`src/rtl/mem_access_ctrl_pkg.sv`:
```
// Shared definitions for the MEM-stage access controller: load/store op codes,
// bus size codes, FSM state encodings and store-lane formatting helpers.
package mem_access_ctrl_pkg;

    typedef logic [7:0] alu_op_t;

    localparam alu_op_t OP_LB  = 8'h40;
    localparam alu_op_t OP_LBU = 8'h41;
    localparam alu_op_t OP_LH  = 8'h42;
    localparam alu_op_t OP_LHU = 8'h43;
    localparam alu_op_t OP_LW  = 8'h44;
    localparam alu_op_t OP_SB  = 8'h45;
    localparam alu_op_t OP_SH  = 8'h46;
    localparam alu_op_t OP_SW  = 8'h47;

    localparam logic [1:0] SZ_BYTE = 2'd0;
    localparam logic [1:0] SZ_HALF = 2'd1;
    localparam logic [1:0] SZ_WORD = 2'd2;

    localparam logic [1:0] ST_IDLE  = 2'd0;
    localparam logic [1:0] ST_DATA  = 2'd1;
    localparam logic [1:0] ST_DONE  = 2'd2;
    localparam logic [1:0] ST_DRAIN = 2'd3;

    function automatic logic [1:0] op_size(input alu_op_t op);
        case (op)
            OP_LB, OP_LBU, OP_SB: return SZ_BYTE;
            OP_LH, OP_LHU, OP_SH: return SZ_HALF;
            default:              return SZ_WORD;
        endcase
    endfunction

    // Replicate the store source across every lane so the memory picks it by byte enable.
    function automatic logic [31:0] store_lanes(input logic [1:0] size, input logic [31:0] wd);
        case (size)
            SZ_BYTE: return {4{wd[7:0]}};
            SZ_HALF: return {2{wd[15:0]}};
            default: return wd;
        endcase
    endfunction

endpackage

```
`src/rtl/mem_access_ctrl_if.sv`:
```
// SRAM-like data bus between the MEM-stage controller (master) and data memory (slave).
interface mem_access_ctrl_if;

    logic        data_req;
    logic        data_wr;
    logic [1:0]  data_size;
    logic [31:0] data_addr;
    logic [31:0] data_wdata;
    logic        data_addr_ok;
    logic        data_data_ok;
    logic [31:0] data_rdata;

    modport master (
        output data_req, data_wr, data_size, data_addr, data_wdata,
        input  data_addr_ok, data_data_ok, data_rdata
    );

    modport slave (
        input  data_req, data_wr, data_size, data_addr, data_wdata,
        output data_addr_ok, data_data_ok, data_rdata
    );

endinterface

```
`src/rtl/mem_load_ext.sv`:
```
// Load result formatting: picks the byte/half lane by address and sign- or zero-extends it.
module mem_load_ext
    import mem_access_ctrl_pkg::*;
(
    input  logic [31:0] i_rdata,
    input  logic [1:0]  i_addr_lo,
    input  alu_op_t     i_op,
    output logic [31:0] o_data
);

    logic [7:0]  w_byte;
    logic [15:0] w_half;

    always_comb begin
        case (i_addr_lo)
            2'd0:    w_byte = i_rdata[7:0];
            2'd1:    w_byte = i_rdata[15:8];
            2'd2:    w_byte = i_rdata[23:16];
            default: w_byte = i_rdata[31:24];
        endcase
        w_half = i_addr_lo[1] ? i_rdata[31:16] : i_rdata[15:0];
    end

    // NOTE: the default arm covers every op code, so o_data is always assigned and no latch forms.
    always_comb begin
        case (i_op)
            OP_LB:   o_data = {{24{w_byte[7]}}, w_byte};
            OP_LBU:  o_data = {24'd0, w_byte};
            OP_LH:   o_data = {{16{w_half[15]}}, w_half};
            OP_LHU:  o_data = {16'd0, w_half};
            default: o_data = i_rdata;
        endcase
    end

endmodule

```
`src/rtl/mem_access_ctrl.sv`:
```
// MEM-stage data-memory access controller: alignment checks, bus handshake FSM,
// store formatting, registered load result and pipeline stall generation.
module mem_access_ctrl
    import mem_access_ctrl_pkg::*;
(
    input  logic               clk,
    input  logic               reset,
    input  logic               flush,
    input  logic               stall_ext,
    input  logic               memenM,
    input  logic               MemWriteM,
    input  alu_op_t            ALUControlM,
    input  logic [31:0]        aluoutM,
    input  logic [31:0]        writedataM,
    input  logic               exc_pendingM,
    mem_access_ctrl_if.master  bus,
    output logic [31:0]        readdataM,
    output logic               adelM_mem,
    output logic               adesM,
    output logic [31:0]        bad_addr_mem,
    output logic               stall_mem
);

    logic [1:0]  r_state;
    logic [31:0] r_readdata;

    logic [1:0]  w_next_state;
    logic        w_capture;
    logic [1:0]  w_size;
    logic        w_err;
    logic        w_access;
    logic        w_advance;
    logic [31:0] w_load_data;

    assign w_size   = op_size(ALUControlM);
    assign w_err    = ((w_size == SZ_HALF) & aluoutM[0]) |
                      ((w_size == SZ_WORD) & (|aluoutM[1:0]));
    assign w_access = memenM & ~exc_pendingM & ~w_err & ~flush;

    assign adelM_mem    = memenM & w_err & ~MemWriteM;
    assign adesM        = memenM & w_err & MemWriteM;
    assign bad_addr_mem = aluoutM;

    // Gating with reset releases the bus and the pipeline in the same cycle reset is seen.
    assign bus.data_req   = ~reset & (r_state == ST_IDLE) & w_access;
    assign bus.data_wr    = MemWriteM;
    assign bus.data_size  = w_size;
    assign bus.data_addr  = aluoutM;
    assign bus.data_wdata = store_lanes(w_size, writedataM);

    assign stall_mem = ~reset & (((r_state == ST_IDLE) & w_access) |
                                 (r_state == ST_DATA) | (r_state == ST_DRAIN));
    assign w_advance = ~stall_mem & ~stall_ext;
    assign readdataM = r_readdata;

    mem_load_ext u_load_ext (
        .i_rdata   (bus.data_rdata),
        .i_addr_lo (aluoutM[1:0]),
        .i_op      (ALUControlM),
        .o_data    (w_load_data)
    );

    always_comb begin
        w_next_state = r_state;
        w_capture    = 1'b0;
        case (r_state)
            ST_IDLE: begin
                if (w_access && bus.data_addr_ok) begin
                    if (bus.data_data_ok) begin
                        w_next_state = ST_DONE;
                        w_capture    = 1'b1;
                    end else begin
                        w_next_state = ST_DATA;
                    end
                end
            end
            ST_DATA: begin
                // A flushed access still owes the bus one response; DRAIN absorbs it.
                if (flush) begin
                    w_next_state = bus.data_data_ok ? ST_IDLE : ST_DRAIN;
                end else if (bus.data_data_ok) begin
                    w_next_state = ST_DONE;
                    w_capture    = 1'b1;
                end
            end
            ST_DONE: begin
                if (w_advance || flush) begin
                    w_next_state = ST_IDLE;
                end
            end
            default: begin
                if (bus.data_data_ok) begin
                    w_next_state = ST_IDLE;
                end
            end
        endcase
    end

    // NOTE: sequential state uses non-blocking assignments so every register samples pre-edge values.
    always_ff @(posedge clk) begin
        if (reset) begin
            r_state    <= ST_IDLE;
            r_readdata <= 32'd0;
        end else begin
            r_state <= w_next_state;
            if (w_capture && !MemWriteM) begin
                r_readdata <= w_load_data;
            end
        end
    end

endmodule

```
`src/flat_wrapper.sv`:
```
// flat-port wrapper written by rule: the top's interface ports become plain ports
module mem_access_ctrl_flat import mem_access_ctrl_pkg::*;
  (clk, reset, flush, stall_ext, memenM, MemWriteM, ALUControlM, aluoutM, writedataM, exc_pendingM, readdataM, adelM_mem, adesM, bad_addr_mem, stall_mem, bus_data_req, bus_data_wr, bus_data_size, bus_data_addr, bus_data_wdata, bus_data_addr_ok, bus_data_data_ok, bus_data_rdata);
  mem_access_ctrl_if bus_i ();
  input  logic clk;
  input  logic reset;
  input  logic flush;
  input  logic stall_ext;
  input  logic memenM;
  input  logic MemWriteM;
  input  alu_op_t ALUControlM;
  input  logic [31:0] aluoutM;
  input  logic [31:0] writedataM;
  input  logic exc_pendingM;
  output logic [31:0] readdataM;
  output logic adelM_mem;
  output logic adesM;
  output logic [31:0] bad_addr_mem;
  output logic stall_mem;
  output wire logic [$bits(bus_i.data_req)-1:0] bus_data_req;
  output wire logic [$bits(bus_i.data_wr)-1:0] bus_data_wr;
  output wire logic [$bits(bus_i.data_size)-1:0] bus_data_size;
  output wire logic [$bits(bus_i.data_addr)-1:0] bus_data_addr;
  output wire logic [$bits(bus_i.data_wdata)-1:0] bus_data_wdata;
  input wire logic [$bits(bus_i.data_addr_ok)-1:0] bus_data_addr_ok;
  input wire logic [$bits(bus_i.data_data_ok)-1:0] bus_data_data_ok;
  input wire logic [$bits(bus_i.data_rdata)-1:0] bus_data_rdata;
  assign bus_data_req = bus_i.data_req;
  assign bus_data_wr = bus_i.data_wr;
  assign bus_data_size = bus_i.data_size;
  assign bus_data_addr = bus_i.data_addr;
  assign bus_data_wdata = bus_i.data_wdata;
  assign bus_i.data_addr_ok = bus_data_addr_ok;
  assign bus_i.data_data_ok = bus_data_data_ok;
  assign bus_i.data_rdata = bus_data_rdata;
  mem_access_ctrl u_core (.clk(clk), .reset(reset), .flush(flush), .stall_ext(stall_ext), .memenM(memenM), .MemWriteM(MemWriteM), .ALUControlM(ALUControlM), .aluoutM(aluoutM), .writedataM(writedataM), .exc_pendingM(exc_pendingM), .bus(bus_i), .readdataM(readdataM), .adelM_mem(adelM_mem), .adesM(adesM), .bad_addr_mem(bad_addr_mem), .stall_mem(stall_mem));
endmodule
```
`config.mk`:
```
export PLATFORM = sky130hd
export DESIGN_NAME = mem_access_ctrl_flat
export DESIGN_NICKNAME = d
export VERILOG_FILES = /design/src/rtl/mem_access_ctrl_pkg.sv /design/src/rtl/mem_access_ctrl_if.sv /design/src/rtl/mem_load_ext.sv /design/src/rtl/mem_access_ctrl.sv /design/src/flat_wrapper.sv
export SDC_FILE = /design/constraint.sdc
export NUM_CORES = 1
export LEC_CHECK = 0
export BUFFER_PORTS_ARGS = -buffer_cell sky130_fd_sc_hd__clkbuf_2
export CORE_AREA = 2 2 96 98
export CTS_BUF_LIST = sky130_fd_sc_hd__clkbuf_8
export DETAILED_ROUTE_END_ITERATION = 10
export DIE_AREA = 0 0 98 100
export PLACE_DENSITY = 0.8
export SLEW_MARGIN = 10
export SYNTH_ARGS = -nofsm -noshare
export SYNTH_HDL_FRONTEND = slang
export SYNTH_SLANG_ARGS = --single-unit
```
`constraint.sdc`:
```
create_clock -name clk -period 4 [get_ports clk]
set_clock_uncertainty 0.15 [all_clocks]
set_input_delay 0.8 -clock clk [delete_from_list [all_inputs] [get_ports clk]]
set_output_delay 0.8 -clock clk [all_outputs]
set_load 0.005 [all_outputs]
```
==> impl_table.tex, run 1 <==
\begin{tabular}{lr}
\hline
Metric & Value \\
\hline
\multicolumn{2}{l}{\textbf{Run status}} \\
\quad Result of the run & completed \\
\multicolumn{2}{l}{\textbf{Synthesis}} \\
\quad Flip-flop and latch count after synthesis & 34 \\
\quad Unique masters post-synth & between 50 and 60 \\
\quad Async SR Flop Fraction & 0 \\
\quad Mean instance size in the synthesized netlist & 8.446 um2 \\
\quad Net count after synthesis & 494 \\
\quad Ys flop type & sky130\_fd\_sc\_hd\_\_dfxtp\_1 \\
\quad Number of synthesis warnings & 0 \\
\quad Synthesized instance count & roughly 380 \\
\quad Ranking of synthesized cells by area & sky130\_fd\_sc\_hd\_\_dfxtp\_1 (21\%), sky130\_fd\_sc\_hd\_\_buf\_4 (18\%), sky130\_fd\_sc\_hd\_\_mux2\_2 (5.6\%) \\
\quad Post-synth top area cell & sky130\_fd\_sc\_hd\_\_dfxtp\_1 \\
\quad Register area share after synthesis & 0.2115 \\
\quad Area share of the largest cell type after synthesis & 0.2115 \\
\quad Cell Area, Synth & 3218 um2 \\
\quad Count of flip-flops with a built-in enable after synthesis & 0 \\
\multicolumn{2}{l}{\textbf{Detailed routing}} \\
\quad Post-route antenna net violation count & 0 \\
\quad Average wire per cell in the routed design & roughly 19 um \\
\quad Total via count in the routed design & about 3300 \\
\quad Initial detailed-routing violation count & approximately 300 \\
\quad Vias per cell & 5.793 \\
\quad Routed wire length & about 11 mm \\
\quad Remaining design rule violation count & 0 \\
\quad Detailed-router iteration count before antenna repair & 6 \\
\multicolumn{2}{l}{\textbf{Floorplan}} \\
\quad Die Span X & 98 um \\
\quad Effective utilization at floorplan & 0.3620 \\
\quad Die area & $\sim$10000 um2 \\
\quad Ports placed on the boundary & about 250 \\
\quad Core region area & a little under 9000 um2 \\
\quad Floorplan die height & 100 um \\
\quad Placement row count & 35 \\
\multicolumn{2}{l}{\textbf{Global routing}} \\
\quad Grt ovf & 0 \\
\quad Total global routing track utilization & 0.2027 \\
\quad Vias in the first global route & between 3000 and 4000 \\
\quad Number of antenna violations at the first check in global routing & 0 \\
\quad Maximum number of pins on one net before global-route repair & 32 \\
\quad First-pass GRT wire length & about 16 mm \\
\multicolumn{2}{l}{\textbf{Clock network}} \\
\quad CTS H-Tree Depth & 2 \\
\quad Deepest clock path buffer count & 2 \\
\quad Worst-Skew Late Latency & 290 ps \\
\quad Hold bufs inserted after CTS & 0 \\
\quad Clock sinks & 34 \\
\quad Number of resized instances in the post-cts repair step & 0 \\
\quad Clk root buf & sky130\_fd\_sc\_hd\_\_clkbuf\_8 \\
\quad TritonCTS clock tree & built \\
\quad TritonCTS buffer count & 5 \\
\quad Worst-path clk slew & 70 ps \\
\quad Number of setup buffers added after CTS & 0 \\
\multicolumn{2}{l}{\textbf{Worst setup path}} \\
\quad Data arrival time of the worst path & 2800 ps \\
\quad Start-to-end type of the worst setup path & input port to output port \\
\quad WP data required & 3050 ps \\
\quad Top fanout value on the critical path & 17 \\
\quad Category of the worst setup path launch point & input port \\
\quad Sort of element at the end of the critical path & output port \\
\multicolumn{2}{l}{\textbf{STA}} \\
\quad Number of setup violations in the final report & 0 \\
\quad RSZ-0062 raised after global routing & no \\
\quad Max-slew violation count & 0 \\
\quad Portion of the clock cycle consumed by the worst path in the final layout & 0.9367 \\
\quad Transition time at the pin with the least slew margin & between 1000 and 1500 ps \\
\quad Tightest slew margin relative to the limit & 0.2193 \\
\quad Final-report hold violation count & 0 \\
\quad Max Fclk & between 200 and 300 MHz \\
\quad Minimum clock period & between 3000 and 4000 ps \\
\quad Total negative setup slack & 0 ps \\
\quad Final worst slack & roughly 250 ps \\
\multicolumn{2}{l}{\textbf{Place}} \\
\quad Routability congestion estimate & 0.8800 \\
\quad Hpwl dp & between 7 and 8 mm \\
\quad Count of input and output buffers & about 160 \\
\quad Post-Place Worst Slack & 227.6 ps \\
\multicolumn{2}{l}{\textbf{Cells and area}} \\
\quad Post-layout net count & 566 \\
\quad Share of post-route cells with drive strength above 1 & 0.4604 \\
\quad Highest-count cells in the layout ignoring fill and taps & sky130\_fd\_sc\_hd\_\_clkbuf\_2 (157), sky130\_fd\_sc\_hd\_\_dfxtp\_1 (34), sky130\_fd\_sc\_hd\_\_nor2\_1 (23), sky130\_fd\_sc\_hd\_\_a21oi\_1 (23), sky130\_fd\_sc\_hd\_\_inv\_1 (20) \\
\quad Most common cell after layout, fill and taps aside & sky130\_fd\_sc\_hd\_\_clkbuf\_2 \\
\quad Final core occ & 0.4082 \\
\quad Number of diodes added for antenna fixing & 0 \\
\quad Area Growth Syn to Fin & 12.75\% \\
\multicolumn{2}{l}{\textbf{Power}} \\
\quad Power Dens Cells & $\sim$230 nW/um2 \\
\quad Worst vdd rail ir drop & 0.0001135 V \\
\quad Total power consumption of the routed design & just over 0.0008 W \\
\quad Leak pwr & between 1.5 and 2 nW \\
\multicolumn{2}{l}{\textbf{Hold path}} \\
\quad Min-Delay Path Class & flop to flop \\
\multicolumn{2}{l}{\textbf{Run}} \\
\quad Max-capacitance violation count & 0 \\
\hline
\end{tabular}
[report_power, final]
group	internal [W]	switching, W	total (W)
sequential	0.000339	0.000000568	0.000340
clock	0.000137	0.000136	0.000273
combinational	0.0000934	0.000115	0.000208
total	0.000569	0.000252	0.000821
[final timing paths]
| check | from | endpoint | depth (start not counted) | slack [ps] |
|---|---|---|---|---|
| worst max-delay path | ALUControlM[3] | bus_data_wdata[28] | 7 | 250 |
| worst min-delay path | u_core.readdataM[24] | u_core.readdataM[24] | 2 | 330 |
| worst max register to register | u_core.r_state[1] | u_core.readdataM[22] | 4 | 1500 |
| worst min register to register | u_core.readdataM[24] | u_core.readdataM[24] | 2 | 330 |
[Yosys cell counts, types with 2 or more instances]
library cell,n
sky130_fd_sc_hd__buf_2,8
sky130_fd_sc_hd__buf_4,76
sky130_fd_sc_hd__or3b_2,2
sky130_fd_sc_hd__and3_1,3
sky130_fd_sc_hd__mux2i_1,7
sky130_fd_sc_hd__mux4_2,8
sky130_fd_sc_hd__o31ai_1,16
sky130_fd_sc_hd__nand2b_1,9
sky130_fd_sc_hd__a211oi_1,7
sky130_fd_sc_hd__dfxtp_1,34
sky130_fd_sc_hd__nor2_1,23
sky130_fd_sc_hd__o21ai_0,18
sky130_fd_sc_hd__mux2_2,16
sky130_fd_sc_hd__a221oi_1,2
sky130_fd_sc_hd__o2111ai_1,16
sky130_fd_sc_hd__clkbuf_1,15
sky130_fd_sc_hd__a21oi_1,23
sky130_fd_sc_hd__o21bai_1,6
sky130_fd_sc_hd__nand4_1,8
sky130_fd_sc_hd__o221ai_1,7
sky130_fd_sc_hd__inv_1,19
sky130_fd_sc_hd__nor2b_1,4
sky130_fd_sc_hd__nor3_1,4
sky130_fd_sc_hd__a222oi_1,8
sky130_fd_sc_hd__a2111oi_4,2
sky130_fd_sc_hd__nand3_1,3
sky130_fd_sc_hd__nand2_1,13
[logic make-up after synthesis]
logic type / share of synthesized area
buffers and inverters: 0.2329
DFF: 0.2115
AOI/OAI and AO/OA: 0.2831
and+or+nand+nor: 0.1314
xor gates and xnor gates: 0.002722
muxes: 0.1384
[worst max-delay path: stages]
cell and delay, ps:
sky130_fd_sc_hd__clkbuf_2 90, sky130_fd_sc_hd__or4b_1 630, sky130_fd_sc_hd__nor2_1 170, sky130_fd_sc_hd__nand2_1 380
sky130_fd_sc_hd__a222oi_1 510, sky130_fd_sc_hd__inv_1 90, sky130_fd_sc_hd__clkbuf_2 120
[registers in the layout, summed over array words and instances, names as in the netlist]
signal            flops
u_core.r_state        2
u_core.readdataM     32
[layer usage]
layer | global-route usage | part of all wire | routed length, um
met4 | 0.06090 | 0.025 | 262
met2 | 0.3030 | 0.45 | 4741
met1 | 0.2834 | 0.43 | 4521
met3 | 0.05989 | 0.10 | 1054
met5 | 0 | 0 | 0
[stage by stage]
step | hold WS, ps | instance area (um2) | instances
after floorplan | 304.5 | 3218 | 381
after global placement | 300.2 | 3528 | 557
after detailed placement | 307.3 | 3528 | 557
after CTS | 325.7 | 3620 | 565
after global routing | 342.2 | 3628 | 565
final | 331.9 | 3628 | 565
[cell type report]
class / count / area (um2)
fill: 903 / 5261
clock buffer: 6 / 82.58
timing repair buffer: 165 / 845.8
sequential: 34 / 680.7
clock inverter: 2 / 8.758
multi-input combinational: 228 / 1800
tap: 111 / 138.9
inverter: 19 / 71.32
Power figures use the tool's default switching activity.
==> inputs of run 2 (changes only) <==
--- a/config.mk
+++ b/config.mk
@@ -5,7 +5,7 @@
 export SDC_FILE = /design/constraint.sdc
 export NUM_CORES = 1
 export LEC_CHECK = 0
-export BUFFER_PORTS_ARGS = -buffer_cell sky130_fd_sc_hd__clkbuf_2
+export BUFFER_PORTS_ARGS = -buffer_cell sky130_fd_sc_hd__buf_2
 export CORE_AREA = 2 2 96 98
 export CTS_BUF_LIST = sky130_fd_sc_hd__clkbuf_8
 export DETAILED_ROUTE_END_ITERATION = 10
==> run 2 against run 1 <==
Compared with the run above: via count increased by 1.6%; routed wire length increased by 0.27%; global-route usage increased by 0.33 points; largest power group unchanged.
==> impl_table.tex, run 2 (same netlist as run 1, synthesis figures left out) <==
\begin{tabular}{lr}
\hline
Metric & Value \\
\hline
\multicolumn{2}{l}{\textbf{Floorplan}} \\
\quad Core region area & between 8000 and 9000 um2 \\
\quad Die area & 9800 um2 \\
\quad Floorplan die height & 100 um \\
\quad Ports placed on the boundary & around 250 \\
\quad Placement row count & 35 \\
\quad Effective utilization at floorplan & 0.3620 \\
\quad Die Span X & roughly 100 um \\
\multicolumn{2}{l}{\textbf{Global routing}} \\
\quad Most crowded layer after global routing & met2 \\
\quad First-pass GRT wire length & 16.28 mm \\
\quad Number of antenna violations at the first check in global routing & 1 \\
\quad Met3 track demand over resource in global routing & 0.05989 \\
\quad Maximum number of pins on one net before global-route repair & 31 \\
\quad Grt ovf & 0 \\
\quad Total global routing track utilization & 0.2060 \\
\quad Vias in the first global route & 3131 \\
\quad Global Route met1 Usage & 0.2872 \\
\quad Met2 global-route usage & 0.3145 \\
\multicolumn{2}{l}{\textbf{STA}} \\
\quad Minimum clock period & 3703 ps \\
\quad Tightest slew margin relative to the limit & 0.2337 \\
\quad Portion of the clock cycle consumed by the worst path in the final layout & 0.9258 \\
\quad Number of setup violations in the final report & 0 \\
\quad Transition time at the pin with the least slew margin & $\sim$1100 ps \\
\quad Final-report hold violation count & 0 \\
\quad Max Fclk & around 270 MHz \\
\quad Total negative setup slack & 0 ps \\
\quad RSZ-0062 raised after global routing & no \\
\quad Final worst slack & between 200 and 300 ps \\
\quad Max-slew violation count & 0 \\
\quad Worst hold slack across all endpoints & between 300 and 400 ps \\
\multicolumn{2}{l}{\textbf{Worst setup path}} \\
\quad WP data required & 3050 ps \\
\quad Top fanout value on the critical path & 9 \\
\quad Start-to-end type of the worst setup path & input port to output port \\
\quad Data arrival time of the worst path & between 2000 and 3000 ps \\
\quad Sort of element at the end of the critical path & output port \\
\quad Category of the worst setup path launch point & input port \\
\multicolumn{2}{l}{\textbf{Detailed routing}} \\
\quad Initial detailed-routing violation count & about 430 \\
\quad Vias per cell & around 6 \\
\quad Total via count in the routed design & around 3300 \\
\quad Remaining design rule violation count & 0 \\
\quad Detailed-router iteration count before antenna repair & 6 \\
\quad Average wire per cell in the routed design & around 19 um \\
\quad Routed wire length & about 11 mm \\
\quad Post-route antenna net violation count & 0 \\
\multicolumn{2}{l}{\textbf{Run}} \\
\quad Max-capacitance violation count & 0 \\
\multicolumn{2}{l}{\textbf{Power}} \\
\quad Leak pwr & approximately 1.6 nW \\
\quad Worst vdd rail ir drop & about 0.00016 V \\
\quad Power Dens Cells & about 230 nW/um2 \\
\multicolumn{2}{l}{\textbf{Clock network}} \\
\quad Number of setup buffers added after CTS & 0 \\
\quad Clock sinks & 34 \\
\quad CTS H-Tree Depth & 2 \\
\quad Worst-path clk slew & 80 ps \\
\quad TritonCTS clock tree & built \\
\quad Worst-Skew Late Latency & 290 ps \\
\quad Number of resized instances in the post-cts repair step & 0 \\
\quad Deepest clock path buffer count & 2 \\
\quad Hold bufs inserted after CTS & 0 \\
\quad Clk root buf & sky130\_fd\_sc\_hd\_\_clkbuf\_8 \\
\quad TritonCTS buffer count & 5 \\
\multicolumn{2}{l}{\textbf{Run status}} \\
\quad Result of the run & completed \\
\multicolumn{2}{l}{\textbf{Cells and area}} \\
\quad Flip-flop count of the largest register after layout & 32 \\
\quad Area Growth Syn to Fin & 12.83\% \\
\quad Share of post-route cells with drive strength above 1 & 0.4604 \\
\quad Highest-count cells in the layout ignoring fill and taps & sky130\_fd\_sc\_hd\_\_buf\_2 (157), sky130\_fd\_sc\_hd\_\_dfxtp\_1 (34), sky130\_fd\_sc\_hd\_\_nor2\_1 (23), sky130\_fd\_sc\_hd\_\_a21oi\_1 (23), sky130\_fd\_sc\_hd\_\_inv\_1 (20) \\
\quad Post-layout net count & about 570 \\
\quad Most common cell after layout, fill and taps aside & sky130\_fd\_sc\_hd\_\_buf\_2 \\
\multicolumn{2}{l}{\textbf{Hold path}} \\
\quad Min-Delay Path Class & flop to flop \\
\multicolumn{2}{l}{\textbf{Place}} \\
\quad Count of input and output buffers & 157 \\
\quad Post-Place Worst Slack & 282.8 ps \\
\quad Routability congestion estimate & roughly 0.89 \\
\quad Hpwl dp & approximately 8 mm \\
\hline
\end{tabular}
[run 2: cell count changes in the layout (fill, tap and decap cells not counted), sizes merged]
| cell | delta |
|---|---|
| diode | +1 |
| clkbuf | -157 |
| buf | +157 |
[run 2: where the power goes]
part	total, W	internal (W)	switching (W)	leakage (nW)
combinational	0.000208	0.0000938	0.000115	1.32
sequential	0.000340	0.000339	0.000000520	0.274
clock	0.000277	0.000137	0.000140	0.0524
[run 2: metal layers]
layer	wire length [um]	vias to the layer above
li1	-	1502
met1	4505	1562
met2	4801	236
met3	1107	24
met4	193	0
met5	0	-
[run 2: per-stage QoR]
stage | util | area (um2) | total power (W) | std cells
after floorplan | - | 3218 | 0.0005083 | 381
after global placement | 0.3969 | 3528 | 0.0005468 | 557
after detailed placement | 0.3969 | 3528 | 0.0005515 | 557
after CTS | 0.4072 | 3620 | 0.0008208 | 565
after global routing | 0.4082 | 3628 | 0.0008584 | 565
final | 0.4084 | 3631 | 0.0008249 | 566
[run 2: layout make-up]
class,count,area (um2)
multi-input cells,228,1800
inverters,19,71.32
clock inverters,2,8.758
fillers,914,5259
well taps,111,138.9
flip-flops and latches,34,680.7
clock buffers,6,82.58
repair buffers,165,845.8
diodes,1,2.502
[run 2: final timing paths]
path / endpoint / depth (start not counted) / slack (ps) / startpoint
setup / recovery: bus_data_wdata[28] / 7 / 300 / ALUControlM[3]
hold / removal: u_core.readdataM[1] / 2 / 320 / u_core.readdataM[1]
setup reg to reg: u_core.readdataM[28] / 4 / 1510 / u_core.r_state[1]
hold reg to reg: u_core.readdataM[1] / 2 / 320 / u_core.readdataM[1]
[run 2: critical path, cell delays in order]
cell and delay (ps):
sky130_fd_sc_hd__buf_2 110, sky130_fd_sc_hd__or4b_1 570, sky130_fd_sc_hd__buf_4 220, sky130_fd_sc_hd__a2111oi_4 580
sky130_fd_sc_hd__a222oi_1 240, sky130_fd_sc_hd__inv_1 110, sky130_fd_sc_hd__buf_2 120
